==> src/rtl/ser_xchg_pkg.sv <==
// Shared types and constants for the serial exchange controller.
// The round-robin pick helper lives here so the arbiter and any future user agree on it.
package ser_xchg_pkg;

    localparam int XCHG_BITS = 8;
    localparam int CNT_BITS  = $clog2(XCHG_BITS);

    typedef enum logic [1:0] {
        IDLE  = 2'd0,
        SETUP = 2'd1,
        SHIFT = 2'd2,
        DONE  = 2'd3
    } state_t;

    typedef enum logic {
        CPU  = 1'b0,
        LINK = 1'b1
    } owner_t;

    // On a tie the requester that was not granted last wins.
    function automatic owner_t rr_pick(owner_t last_grant, logic cpu_req, logic link_req);
        owner_t pick;
        pick = last_grant;
        if (cpu_req && link_req)
            pick = (last_grant == LINK) ? CPU : LINK;
        else if (cpu_req)
            pick = CPU;
        else if (link_req)
            pick = LINK;
        return pick;
    endfunction

endpackage

==> src/rtl/ser_xchg_arb.sv <==
// Two-way round-robin arbiter between the CPU window and the link engine.
// last_grant only moves when a transfer completes, not when it is granted.
module ser_xchg_arb
    import ser_xchg_pkg::*;
(
    input  logic clk,
    input  logic rst,
    input  logic cpu_req,
    input  logic link_req,
    input  logic update,
    input  logic upd_link,
    output logic any_req,
    output logic grant_link
);

    owner_t last_grant;

    // NOTE: state registers use non-blocking assignments so every flop samples pre-edge values.
    always_ff @(posedge clk or posedge rst) begin
        if (rst)
            last_grant <= LINK;
        else if (update)
            last_grant <= owner_t'(upd_link);
    end

    assign any_req    = cpu_req | link_req;
    assign grant_link = (rr_pick(last_grant, cpu_req, link_req) == LINK);

endmodule

==> src/rtl/ser_xchg_ctrl.sv <==
// Shares one 8-bit full-duplex serial exchange channel between the CPU bus window
// and the link engine; sequences IDLE -> SETUP -> 8x SHIFT -> DONE per transfer.
module ser_xchg_ctrl
    import ser_xchg_pkg::*;
#(
    parameter logic [3:0] WIN_CMD   = 4'h2,
    parameter logic [7:0] READ_FILL = 8'hFF
) (
    input  logic        clk,
    input  logic        rst,
    input  logic        SSER,
    input  logic [13:4] BA,
    input  logic        BR_W,
    input  logic [7:0]  cpu_wdata,
    output logic [7:0]  cpu_rdata,
    output logic        cpu_wait,
    input  logic        link_req,
    input  logic        link_we,
    input  logic [7:0]  link_wdata,
    output logic        link_ack,
    output logic [7:0]  link_rdata,
    output logic        sdr_shift,
    output logic        sdr_sin,
    input  logic        sdr_sout,
    output logic        sdr_we
);

    state_t                state, state_next;
    owner_t                owner, owner_next;
    logic [XCHG_BITS-1:0]  sr;
    logic [XCHG_BITS-1:0]  load_data;
    logic                  load_we;
    logic                  wr_flag;
    logic [CNT_BITS-1:0]   cnt;
    logic                  cpu_hit, cpu_req, cpu_served;
    logic                  any_req, grant_link;
    logic                  done_cpu;
    logic                  unused_ba;

    // BA[11:8] are outside the window decode.
    assign unused_ba = ^BA[11:8];

    assign cpu_hit  = ~SSER & ~BA[13] & BA[12] & (BA[7:4] == WIN_CMD);
    assign cpu_req  = cpu_hit & ~cpu_served;
    assign done_cpu = (state == DONE) && (owner == CPU);

    ser_xchg_arb u_arb (
        .clk        (clk),
        .rst        (rst),
        .cpu_req    (cpu_req),
        .link_req   (link_req),
        .update     (state == DONE),
        .upd_link   (owner == LINK),
        .any_req    (any_req),
        .grant_link (grant_link)
    );

    // NOTE: every always_comb output gets a default first so no path leaves it unassigned (no latch).
    always_comb begin
        state_next = state;
        owner_next = owner;
        case (state)
            IDLE: begin
                if (any_req) begin
                    owner_next = owner_t'(grant_link);
                    state_next = SETUP;
                end
            end
            SETUP:   state_next = SHIFT;
            SHIFT:   if (cnt == CNT_BITS'(XCHG_BITS - 1)) state_next = DONE;
            DONE:    state_next = IDLE;
            default: state_next = IDLE;
        endcase
    end

    always_comb begin
        load_data = READ_FILL;
        load_we   = 1'b0;
        if (owner == CPU) begin
            load_data = BR_W ? READ_FILL : cpu_wdata;
            load_we   = ~BR_W;
        end else begin
            load_data = link_we ? link_wdata : READ_FILL;
            load_we   = link_we;
        end
    end

    // NOTE: the captured-byte registers are reset because software may read them before any transfer.
    always_ff @(posedge clk or posedge rst) begin
        if (rst) begin
            state      <= IDLE;
            owner      <= CPU;
            sr         <= '0;
            wr_flag    <= 1'b0;
            cnt        <= '0;
            cpu_rdata  <= '0;
            link_rdata <= '0;
            cpu_served <= 1'b0;
        end else begin
            state <= state_next;
            owner <= owner_next;
            case (state)
                SETUP: begin
                    sr      <= load_data;
                    wr_flag <= load_we;
                    cnt     <= '0;
                end
                SHIFT: begin
                    sr  <= {sr[XCHG_BITS-2:0], sdr_sout};
                    cnt <= cnt + CNT_BITS'(1);
                end
                DONE: begin
                    if (owner == CPU)
                        cpu_rdata <= sr;
                    else
                        link_rdata <= sr;
                end
                default: ;
            endcase
            // An aborted CPU access (window dropped mid-transfer) never marks itself served.
            if (!cpu_hit)
                cpu_served <= 1'b0;
            else if (done_cpu)
                cpu_served <= 1'b1;
        end
    end

    // Strobes decode straight from flops, so they drop the instant reset asserts.
    assign sdr_shift = (state == SHIFT);
    assign sdr_sin   = (state == SHIFT) & sr[XCHG_BITS-1];
    assign sdr_we    = (state == SHIFT) & wr_flag;
    assign link_ack  = (state == DONE) && (owner == LINK);
    assign cpu_wait  = ~rst & cpu_hit & ~cpu_served & ~done_cpu;

endmodule

==> config.mk <==
export PLATFORM = sky130hd
export DESIGN_NAME = ser_xchg_ctrl
export DESIGN_NICKNAME = d
export VERILOG_FILES = /design/src/rtl/ser_xchg_pkg.sv /design/src/rtl/ser_xchg_arb.sv /design/src/rtl/ser_xchg_ctrl.sv
export SDC_FILE = /design/constraint.sdc
export NUM_CORES = 1
export LEC_CHECK = 0
export CORE_ASPECT_RATIO = 0.6
export CORE_MARGIN = 10
export CORE_UTILIZATION = 42
export CTS_BUF_LIST = sky130_fd_sc_hd__clkbuf_2 sky130_fd_sc_hd__clkbuf_4 sky130_fd_sc_hd__clkbuf_8
export DETAILED_ROUTE_END_ITERATION = 16
export GPL_TIMING_DRIVEN = 0
export PLACE_DENSITY = 0.78
export SETUP_SLACK_MARGIN = 0.5
export SYNTH_ARGS = -nofsm -noshare
export SYNTH_HDL_FRONTEND = slang
export SYNTH_SLANG_ARGS = --single-unit
==> constraint.sdc <==
create_clock -name clk -period 1.7 [get_ports clk]
set_input_delay 0.34 -clock clk [delete_from_list [all_inputs] [get_ports clk]]
set_output_delay 0.34 -clock clk [all_outputs]
set_load 0.05 [all_outputs]
==> metrics.md, run 1 <==
| Metric | Value |
|---|---|
| Largest net degree at the start of global routing | `34` |
| Reg-to-reg setup timing slack | `-0.04 ns` |
| Ys flop type | `dfrtp_1` |
| Multi-input logic area | `1000 sq um` |
| Initial antenna violation count | `0` |
| Minimum clock period | `2.08 ns` |
| Post-synthesis sequential area ratio | `0.523` |
| Register area | `831 sq um` |
| CTS H-Tree Depth | `2` |
| Routed WL per cell | `21.0 microns` |
| Slew Viols, Final | `0` |
| Die Area | `0.00670 sq mm` |
| Gr usage total | `0.159` |
| Ports | `54` |
| Routed WL | `6120 microns` |
| Synth Warn # | `0` |
| Die Span X | `99.2 microns` |
| ANT nets after route | `0` |
| Crit path largest cell delay | `0.54 ns` |
| FF-to-FF path depth | `8` |
| Drt drc | `0` |
| Worst path slowest cell | `or4b_4` |
| Post-DR vias/cell | `5.48` |
| Area grow syn2layout | `87.7%` |
| Sink Count | `33` |
| Placed cell area | `0.00224 sq mm` |
| Synth Instances | `157` |
| Async set-reset flop share out of synthesis | `1.00` |
| Worst setup startpoint | `BA[4]` |
| Synth top area share | `0.507` |
| CP Launch Type | `input pin` |
| CP required | `1.36 ns` |
| Worst hold path class | `in -> reg` |
| Post-synth EDFFs | `0` |
| Clock skew | `0.00909 ns` |
| CTS buffer count | `5` |
| CTS max path bufs | `2` |
| Mapped cell area | `0.00158 sq mm` |
| 1st-iter DRT viols | `76` |
| Reg-to-reg startpoint | `state[1]` |
| Failing checks | `setup timing` |
| Filler Cells Inserted | `193` |
| Setup TNS | `-0.920 ns` |
| CP Depth | `5` |
| Final Instance Area | `0.00297 sq mm` |
| Die height | `67.5 microns` |
| Headroom to the max-slew limit | `0.533` |
| Kind of critical path | `in -> out` |
| Setup WS pre-CTS | `-1.44 ns` |
| Clock transition at path regs | `0.07 ns` |
| Max cap viols | `0` |
| Worst slew pin tran | `0.691 ns` |
| Via count | `1599` |
| # port buffers | `49` |
| Final period util | `1.22` |
| Most frequent cell after synthesis | `nand2_1` |
| Register bit total from synthesis | `33` |
| Routability cong. | `0.895` |
| Clock root cell | `clkbuf_8` |
| Fin nets | `284` |
| RSZ-0062 raised after global routing | `true` |
| Distinct cell type count after synthesis | `32` |
| Largest cells by area after synthesis | `dfrtp_1, nand2_1, mux2_2` |
| Mean Syn Cell Area | `10.1 sq um` |
| # setup viols final | `6` |
| CP Max Fanout | `2` |
| CP most frequent cell | `buf_6` |
| FP Rows | `17` |
| Mapped Nets | `197` |
| Layout cell share with drive strength beyond 1 | `0.559` |
| Clk Latency, worst-skew pair | `0.29 ns` |
| Final hold vios | `0` |
| Maximum clock rate | `481 MHz` |
| First-pass GRT wire length | `8310 microns` |
| Vias in the first global route | `1588` |
| Fin worst setup slack | `-0.377 ns` |
| Drt first pass iters | `4` |
| GRT Residual Overflow | `0` |
| Top cells by count, synth | `nand2_1, dfrtp_1, nor2_1` |
| CP delay by family, top | `simple AND/OR/NAND/NOR gates` |
| CTS tree | `yes` |
| Core Area | `0.00364 sq mm` |
| Worst Path Arrival | `1.74 ns` |
| Maximum vdd drop | `1560 uV` |
| WHS Path Cells | `4` |
| Number of diodes | `0` |
| Biggest area consumer among synthesized cells | `dfrtp_1` |
| Worst Setup EP | `cpu_wait` |
| RR Endpoint | `state[1]` |
| Initial Util | `0.434` |
| Pwr per Cell Area | `2200 mW/mm^2` |
| Buf/Inv on CP | `2` |
| Critical-path cell list | `buf_6, or4b_4, or4_4, nor3_4, buf_6` |
| Status | `finished, violations left` |
| Critical Path Sink Type | `output pin` |
| P_leak | `1.30 nW` |
| Post-DP HPWL | `3600 microns` |
-- registers in the layout, summed over array words and instances (netlist names) --
signal / cells
cpu_rdata: 8
sr: 8
state: 2
cnt: 3
u_arb.last_grant: 1
link_rdata: 8
cpu_served: 1
owner: 1
wr_flag: 1
-- metal layers --
layer	GRT usage	part of all wire	up-vias
met3	0.0713	0.065	15
met1	0.175	0.40	793
met2	0.279	0.51	68
met4	0.0374	0.025	0
li1	-	-	723
met5	0	0	-
-- per-stage QoR --
stage / instances / total power (W) / hold WS, ns / util
2_1_floorplan: 157 / 0.00335 / 0.412 / -
3_3_place_gp: 253 / 0.00412 / 0.458 / 0.615
3_5_place_dp: 253 / 0.00425 / 0.469 / 0.615
4_1_cts: 272 / 0.00563 / 0.413 / 0.713
5_1_grt: 292 / 0.00683 / 0.451 / 0.816
6_report: 292 / 0.00653 / 0.460 / 0.816
-- where the power goes --
part           internal [W]  leakage, nW  switching (W)
combinational       0.00209        0.889        0.00228
clock              0.000282       0.0439       0.000302
sequential          0.00116        0.372       0.000425
-- repair_timing --
| action | CTS | global route |
|---|---|---|
| hold buffers | 0 | 0 |
| setup endpoints to repair | 86 | 53 |
| gates cloned | 1 | 0 |
| setup buffers | 10 | 19 |
| resized for setup | 203 | 51 |
| endpoints found under the hold margin | 0 | 0 |
| pin swaps | 15 | 16 |
-- cell families after synthesis --
| logic type | count (synthesis) | share of synthesized area |
|---|---|---|
| fa+ha+maj | 7 | 0.0554 |
| buf+inv | 15 | 0.0356 |
| compound gates | 27 | 0.129 |
| mux | 9 | 0.0633 |
| flops | 33 | 0.523 |
| simple gates | 66 | 0.193 |
-- final cells by class --
type                            instances  share of cell area
Clock inverter                          3             0.00590
Buffer                                  6              0.0401
Inverter                                9              0.0152
Sequential cell                        33               0.280
Tap cell                               47              0.0198
Multi-Input combinational cell        109               0.337
Clock buffer                            5              0.0232
Timing Repair Buffer                   80               0.279
-- cell usage in the layout (no fill, tap or decap), types with 3 or more instances in the layout --
cell	n
dfrtp_1	29
buf_6	27
clkdlybuf4s50_1	22
buf_4	20
nand2_2	18
nand2_1	14
buf_8	8
a31oi_1	7
nor2_4	7
clkbuf_8	6
o221ai_1	6
inv_1	5
nor2_1	5
mux2_4	5
ha_4	4
inv_4	3
mux2_2	3
clkbuf_16	3
ha_1	3
dfrtp_2	3
-- worst min-delay path by stage --
stage,startpoint,to
CTS,BA[7],cpu_served
global route,BA[7],cpu_served
finish,BA[7],cpu_served
detailed placement,cpu_rdata[5],cpu_rdata[5]
global placement,cpu_rdata[7],cpu_rdata[7]
floorplan,SSER,cpu_served
-- worst reg2reg max path: stages (launching register included) --
cell and delay, ns:
dfrtp_2 0.45, buf_6 0.14, buf_6 0.11, buf_6 0.12, inv_4 0.06, ha_4 0.15
nor2b_1 0.15, o41ai_1 0.15, a211o_1 0.31
(Power assumes the default switching activity.)
==> run 2: changes to the inputs <==
- PLACE_DENSITY: 0.78 -> 0.77
- SYNTH_HIERARCHICAL: unset -> 1
==> metrics.md, run 2 <==
| Metric | Value |
|---|---|
| Status | `finished, violations left` |
| Failing checks | `setup timing` |
| Routed WL | `4780 microns` |
| Synth Warn # | `6` |
| Filler Cells Inserted | `254` |
| Post-synth EDFFs | `0` |
| RSZ-0062 raised after global routing | `true` |
| GRT Residual Overflow | `0` |
| Synth top area share | `0.498` |
| Fin nets | `259` |
| Routed WL per cell | `17.9 microns` |
| Drt first pass iters | `4` |
| Worst Path Arrival | `1.43 ns` |
| Largest cells by area after synthesis | `dfrtp_1, mux2_2, mux2_4` |
| Async set-reset flop share out of synthesis | `1.00` |
| # port buffers | `49` |
| Synth Instances | `136` |
| Final hold vios | `0` |
| # setup viols final | `4` |
| FP Rows | `17` |
| 1st-iter DRT viols | `92` |
| Worst slew pin tran | `0.787 ns` |
| Mapped cell area | `0.00161 sq mm` |
| Pwr per Cell Area | `2180 mW/mm^2` |
| Most frequent cell after synthesis | `dfrtp_1` |
| Post-synthesis sequential area ratio | `0.514` |
| Multi-input logic area | `822 sq um` |
| Via count | `1362` |
| Critical Path Sink Type | `output pin` |
| CTS max path bufs | `2` |
| Hold_buf cts | `0` |
| Clock transition at path regs | `0.07 ns` |
| Mapped Nets | `176` |
| CP required | `1.36 ns` |
| Commonest non-fill, non-tap cell in the layout | `dfrtp_1` |
| Minimum clock period | `1.77 ns` |
| RR Endpoint | `sr[7]` |
| Final core utilization | `0.712` |
| Number of diodes | `0` |
| CP most frequent cell | `buf_8` |
| Ports | `54` |
| Fin worst setup slack | `-0.0730 ns` |
| Reg-to-reg setup timing slack | `0.10 ns` |
| Die Area | `0.00678 sq mm` |
| Vias in the first global route | `1454` |
| Most frequent cells in the layout | `dfrtp_1, buf_4, buf_6` |
| Clk Latency, worst-skew pair | `0.29 ns` |
| Maximum clock rate | `564 MHz` |
| Reg-to-reg startpoint | `state[1]` |
| Buf/Inv on CP | `2` |
| CTS buffer count | `5` |
| Worst hold path class | `in -> async` |
| Layout cell share with drive strength beyond 1 | `0.486` |
| Initial antenna violation count | `0` |
| ANT nets after route | `0` |
| Area grow syn2layout | `63.0%` |
| Slew Viols, Final | `0` |
| Final period util | `1.04` |
| Routability cong. | `0.726` |
| First-pass GRT wire length | `7660 microns` |
| Kind of critical path | `reg -> out` |
| Biggest regs | `cpu_rdata (8), link_rdata (8), sr (8)` |
| Post-DP HPWL | `3280 microns` |
| CP delay by family, top | `flip-flops` |
| Distinct cell type count after synthesis | `30` |
| Setup TNS | `-0.232 ns` |
| Biggest area consumer among synthesized cells | `dfrtp_1` |
| Ys flop type | `dfrtp_1` |
| Crit path largest cell delay | `0.45 ns` |
| FF-to-FF path depth | `6` |
| CP Max Fanout | `4` |
| Mean Syn Cell Area | `11.8 sq um` |
| Headroom to the max-slew limit | `0.473` |
| Critical-path cell list | `ha_4, nand2b_4, buf_8, nand3_4, nor2_4, buf_8` |
| Maximum vdd drop | `1580 uV` |
| Die Span X | `99.9 microns` |
| CTS H-Tree Depth | `2` |
| Worst path slowest cell | `dfrtp_2` |
| Largest net degree at the start of global routing | `17` |
| Post-DR vias/cell | `5.10` |
| CTS tree | `yes` |
| Clock skew | `0.00274 ns` |
| Sink Count | `33` |
| P_leak | `1.19 nW` |
| Gr usage total | `0.147` |
| Max cap viols | `0` |
| Clock root cell | `clkbuf_8` |
| Register bit total from synthesis | `33` |
| Register area | `830 sq um` |
| Top cells by count, synth | `dfrtp_1, inv_1, mux2_2` |
| Drt drc | `0` |
| Die height | `67.9 microns` |
| Core Area | `0.00368 sq mm` |
| Hold slack | `0.291 ns` |
| Setup WS pre-CTS | `-1.29 ns` |
| CP Launch Type | `register` |
| Initial Util | `0.437` |
==> run 2: cell types whose count changed after synthesis, moves of 5 or more <==
cell / change
clkbuf_1: -5
o221ai_1: -7
nor2b_1: +5
o21ai_0: +5
nand2_1: -31
o22ai_1: +7
nor2_1: -8
mux2_4: +7
==> run 2: per-layer routing <==
layer,global-route usage,part of all wire
met1,0.172,0.42
met2,0.247,0.50
met3,0.0503,0.057
met4,0.0552,0.015
met5,0,0
==> run 2: kinds of logic (layout without fill, tap and decap cells) <==
family	count (synthesis)	count (layout)	synth area share
buffers and inverters	15	99	0.0498
flip-flops	33	33	0.514
AND/OR/NAND/NOR	31	31	0.110
AO/OA/AOI/OAI	32	32	0.130
adder cells (fa/ha/maj)	7	7	0.0545
multiplexers	18	18	0.142
==> run 2: where the power goes <==
| group | leakage [nW] | total [W] | switching [W] | internal (W) |
|---|---|---|---|---|
| Sequential | 0.392 | 0.00151 | 0.000329 | 0.00118 |
| Clock | 0.0439 | 0.000583 | 0.000301 | 0.000282 |
| Combinational | 0.757 | 0.00363 | 0.00194 | 0.00169 |
==> run 2: timing repair <==
action	in CTS	in global routing
pin swaps	8	5
gates resized for setup	182	3
endpoints found under the setup margin	48	51
setup buffers	14	12
cloned	1	0
==> run 2: worst max-delay path by stage <==
| stage | from | end | slack, ns | cells past startpoint |
|---|---|---|---|---|
| floorplan | BA[4] | state[1] | 0.05 | 7 |
| global placement | rst | cpu_wait | -1.27 | 5 |
| global route | state[1] | cpu_wait | -0.12 | 6 |
| detailed placement | rst | cpu_wait | -1.29 | 5 |
| finish | state[1] | cpu_wait | -0.07 | 6 |
| CTS | state[1] | cpu_wait | -0.07 | 6 |
==> run 2: cell type report <==
cell class	count	area share
clock inverters	3	0.00669
multi-input cells	88	0.314
plain buffers	5	0.0215
inverters	10	0.0172
repair buffers	75	0.274
clock buffers	5	0.0263
repair inverters	1	0.00191
well taps	47	0.0224
flip-flops and latches	33	0.317
==> run 2: metrics by stage <==
| stage | power, W | std cells | area, sq um |
|---|---|---|---|
| CTS | 0.00558 | 255 | 2520 |
| global route | 0.00608 | 267 | 2620 |
| detailed placement | 0.00461 | 232 | 2250 |
| global placement | 0.00447 | 232 | 2250 |
| finish | 0.00572 | 267 | 2620 |
| floorplan | 0.00367 | 136 | 1700 |
==> run 2: worst register-to-register path: cells and delay by family (launching register included) <==
kind	cells	cell delay, ns
DFF	1	0.45
adders and majority gates	1	0.33
AOI/OAI and AO/OA	2	0.25
buffers and inverters	3	0.46
==> RTL edit 1, RTL diff (config.mk and constraints of run 1) <==
Reset style: synchronous (`rst`), changed in 2 clocked blocks.
--- a/src/rtl/ser_xchg_arb.sv
+++ b/src/rtl/ser_xchg_arb.sv
@@ -18,3 +18,3 @@
     // NOTE: state registers use non-blocking assignments so every flop samples pre-edge values.
-    always_ff @(posedge clk or posedge rst) begin
+    always_ff @(posedge clk) begin
         if (rst)
--- a/src/rtl/ser_xchg_ctrl.sv
+++ b/src/rtl/ser_xchg_ctrl.sv
@@ -88,3 +88,3 @@
     // NOTE: the captured-byte registers are reset because software may read them before any transfer.
-    always_ff @(posedge clk or posedge rst) begin
+    always_ff @(posedge clk) begin
         if (rst) begin
Function: differs if rst is asserted again (counterexample within 4 cycles, from zero or initial values and one cycle with rst high); with rst held inactive, the same outputs for 10 cycles.
==> RTL edit 1 against run 1 <==
The flow still finishes with violations (setup timing). Synthesized area fell by 2.1%. Sequential cell count did not move. Cell area fell by 4.5%. Worst setup slack improved by 0.36 ns. Routed wire length rose by 5.9%. Critical path type unchanged. Highest routed layer unchanged.
Power is not compared: it rests on default switching activity, and its combinational part moved more than twofold at a synthesized area within 25%.
==> RTL edit 1: results (changes against run 1) <==
stage,metric,value,unit,change
sta,skew,0.00494,ns,was 0.00909 ns
placed_design,place_area,2180,um2,was 2240 um2
placed_design,gp_congestion,0.840,,was 0.895
min_path,hold_depth,3,,was 4
cells_and_area,fillers,194,,was 193
placed_design,post-place-cells,280,,was 253
cells_and_area,fin_cells,315,,was 292
cells_and_area,seq_cell_count,33,,unchanged
logic_synthesis,ys_seq_area_frac,0.427,,was 0.523
setup_path,setup.worst_path.start,BA[13],,was BA[4]
logic_synthesis,synthAdderAreaFrac,0.0566,,was 0.0554
global_routing,grt_use_met2,0.255,,was 0.279
logic_synthesis,synth_ff_type,dfxtp_1,,was dfrtp_1
global_routing,grt_pass1_wl,8800,um,was 8310 um
logic_synthesis,synth_compound_area_frac,0.200,,was 0.129
global_routing,grt_pass1_vias,1692,,was 1588
cells_and_area,clkbuf_count,7,,was 5
routing,wl_met1,2630,um,was 2480 um
logic_synthesis,syn-num-nets,227,,was 197
logic_synthesis,synth_mux_area_frac,0.0138,,was 0.0633
run_status,status,"complete, but fails checks",,unchanged
setup_path,crit_arrival,1.37,ns,was 1.74 ns
setup_path,reg2reg_to,state[1],,unchanged
placed_design,io_buffers,48,,was 49
cells_and_area,final-clk-cell-share,0.0424,,was 0.0291
sta,setup_slack,-0.0147,ns,was -0.377 ns
logic_synthesis,synth_cells,187,,was 157
cells_and_area,regArea,671,um2,was 831 um2
setup_path,crit_path_top_delay_cell,nor4b_4,,was or4b_4
global_routing,grt_max_degree,11,,was 34
routing,drt-total-wl,6490,um,was 6120 um
sta,setup_violations,1,,was 6
global_routing,grt.total_usage,0.166,,was 0.159
setup_path,max_stage_delay,0.33,ns,was 0.54 ns
sta,hold-worst-slack,0.423,ns,was 0.460 ns
cells_and_area,multi_input_gates,138,,was 109
cells_and_area,nets,309,,was 284
placed_design,dp_slack,-0.963,ns,was -1.44 ns
cells_and_area,final-nonclk-buf-share,0.305,,was 0.319
global_routing,use_met3,0.0690,,was 0.0713
global_routing,use_met1,0.212,,was 0.175
logic_synthesis,synthTopCellsByArea,"dfxtp_1 43%, nand2_1 13%, a21oi_1 8.7%",,"was dfrtp_1 51%, nand2_1 8.3%, mux2_2 5.7%"
setup_path,reg2reg_depth,9,,was 8
run_status,violations,setup timing,,unchanged
cells_and_area,drive_gt1_frac,0.426,,was 0.559
routing,vias,1805,,was 1599
sta,slew_headroom,0.597,,was 0.533
## RTL edit 1: power by group
part | internal [mW] | switching (mW) | total [mW] | leakage, nW
clock network | 0.494 | 0.302 | 0.796 | 0.0619
logic | 1.12 | 1.04 | 2.16 | 0.780
registers | 0.917 | 0.179 | 1.10 | 0.271
total | 2.53 | 1.52 | 4.05 | 1.11
## RTL edit 1: repair_timing
item / 4_1_cts / 5_1_grt
pin swaps: 17 / 16
gates resized for setup: 183 / 47
gates cloned: 1 / 1
buffers inserted: 12 / 13
endpoints found under the setup margin: 45 / 49
## RTL edit 1: worst min path at each step
stage	start	to
2_1_floorplan	u_arb.last_grant	u_arb.last_grant
3_3_place_gp	cpu_rdata[0]	cpu_rdata[0]
3_5_place_dp	link_rdata[4]	link_rdata[4]
4_1_cts	link_rdata[4]	link_rdata[4]
5_1_grt	SSER	cpu_served
6_report	SSER	cpu_served
==> RTL edit 2, RTL diff (flow settings as in run 1) <==
Made on the original files. Change the parameter `READ_FILL` from 8'hFF to 8'h80.
--- a/src/rtl/ser_xchg_ctrl.sv
+++ b/src/rtl/ser_xchg_ctrl.sv
@@ -6,3 +6,3 @@
     parameter logic [3:0] WIN_CMD   = 4'h2,
-    parameter logic [7:0] READ_FILL = 8'hFF
+    parameter logic [7:0] READ_FILL = 8'h80
 ) (
Formal check against the unedited RTL: not equivalent (a bounded check fails within 4 cycles, from zero or initial values and one cycle with rst high).
==> RTL edit 2 against run 1 <==
The run still ends with setup timing left. Count of clock-buffer cells in the layout increased by 2. Sequential cell count stayed put. Sequential share of layout area decreased by 2.6 points. Non-clock buffer count rose by 18. Sequential power is 8% lower. Worst setup slack worse by 0.011 ns. Total power rose by 12%. Synthesized cell count increased by 1.9%. Register-to-register slack got worse by 0.03 ns. Routed wire length up 25%. Die area down 0.60%. Synthesized area decreased by 0.79%. Cell area rose by 10%. Combinational power is 16% higher. Largest cell class is now buffers.
==> RTL edit 2: results (changes against run 1) <==
stage,metric,value,unit,change
run_status,status,"complete, but fails checks",,unchanged
run_status,violations,setup timing,,unchanged
routing,wl_met3,491,um,was 397 um
min_path,hold_class,input pin to asynchronous set/reset pin,,was input pin to flip-flop
global_routing,grt_use_met2,0.328,,was 0.279
power,clk-power,0.811,mW,was 0.584 mW
global_routing,use_met1,0.195,,was 0.175
sta,setup_violations,10,,was 6
setup_path,crit_path_top_delay_cell,or4_4,,was or4b_4
setup_path,reg2reg_depth,9,,was 8
setup_path,r2r_start,state[0],,was state[1]
global_routing,grt_pass1_wl,9630,um,was 8310 um
routing,first_iter_violations,67,,was 76
logic_synthesis,ys_seq_area_frac,0.528,,was 0.523
global_routing,grt.total_usage,0.184,,was 0.159
logic_synthesis,synth_mux_area_frac,0.0136,,was 0.0633
routing,wl_met1,2970,um,was 2480 um
logic_synthesis,synthAdderAreaFrac,0.0559,,was 0.0554
logic_synthesis,synthTopCellsByArea,"dfrtp_1 51%, o21ai_0 8.0%, ha_1 5.6%",,"was dfrtp_1 51%, nand2_1 8.3%, mux2_2 5.7%"
routing,dr_wl_met2,3860,um,was 3090 um
routing,vias,1827,,was 1599
logic_synthesis,ys_top_cells_by_count,"32 x dfrtp_1, 25 x o21ai_0, 20 x nand2_1",,"was 35 x nand2_1, 32 x dfrtp_1, 13 x nor2_1"
sta,tns,-1.10,ns,was -0.920 ns
clock_tree,postCtsSetupRepairBufs,19,,was 10
sta,slew_headroom,0.699,,was 0.533
logic_synthesis,syn-num-nets,200,,was 197
placed_design,dp_hpwl,3700,um,was 3600 um
logic_synthesis,ys_types,33,,was 32
cells_and_area,drive_gt1_frac,0.596,,was 0.559
routing,routedWlPerCell,24.5,um,was 21.0 um
logic_synthesis,synth_compound_area_frac,0.196,,was 0.129
power,internal_power,4.05,mW,was 3.53 mW
cells_and_area,nets,304,,was 284
power,p_seq_frac,0.200,,was 0.242
sta,setup_slack,-0.388,ns,was -0.377 ns
global_routing,use_met3,0.0652,,was 0.0713
[RTL edit 2: cell count changes after synthesis, moves of 2 or more]
| cell | run 1 | this run |
|---|---|---|
| nand2_1 | 35 | 20 |
| nor2_1 | 13 | 8 |
| o21ai_0 | 4 | 25 |
| o221ai_1 | 7 | 0 |
| inv_1 | 9 | 16 |
| a31oi_1 | 9 | 1 |
| o22ai_1 | 0 | 7 |
| clkbuf_1 | 5 | 7 |
| mux2_2 | 8 | 1 |
| a221oi_1 | 0 | 6 |
[RTL edit 2: logic make-up after synthesis]
kind of cell    count (synthesis)
simple gates                   47
buf+inv                        23
fa+ha+maj                       7
compound gates                 48
flops                          33
mux                             2
[RTL edit 2: area by class of cell]
type | count | area, um2
tap | 47 | 58.8
clock buffer | 7 | 90.1
clock inverter | 1 | 30.0
fill | 144 | 372
buffer | 7 | 133
sequential | 33 | 828
inverter | 16 | 77.6
multi-input combinational | 104 | 1030
timing repair buffer | 97 | 1020
[RTL edit 2: stage by stage]
step | cells | power, mW | hold slack, ns | cell area, um2 | utilization
after CTS | 285 | 6.03 | 0.401 | 2820 | 0.775
after detailed placement | 256 | 4.21 | 0.472 | 2300 | 0.633
after global routing | 312 | 7.58 | 0.377 | 3270 | 0.898
after floorplan | 160 | 3.30 | 0.412 | 1750 | -
final | 312 | 7.32 | 0.367 | 3270 | 0.898
after global placement | 256 | 4.07 | 0.459 | 2300 | 0.633
[RTL edit 2: worst min path at each step]
stage          depth (start not counted)    startpoint            to
2_1_floorplan                          1          SSER    cpu_served
5_1_grt                                2           rst         owner
3_5_place_dp                           2  cpu_rdata[7]  cpu_rdata[7]
3_3_place_gp                           2  cpu_rdata[4]  cpu_rdata[4]
6_report                               2           rst  cpu_rdata[6]
4_1_cts                                4         BA[6]    cpu_served
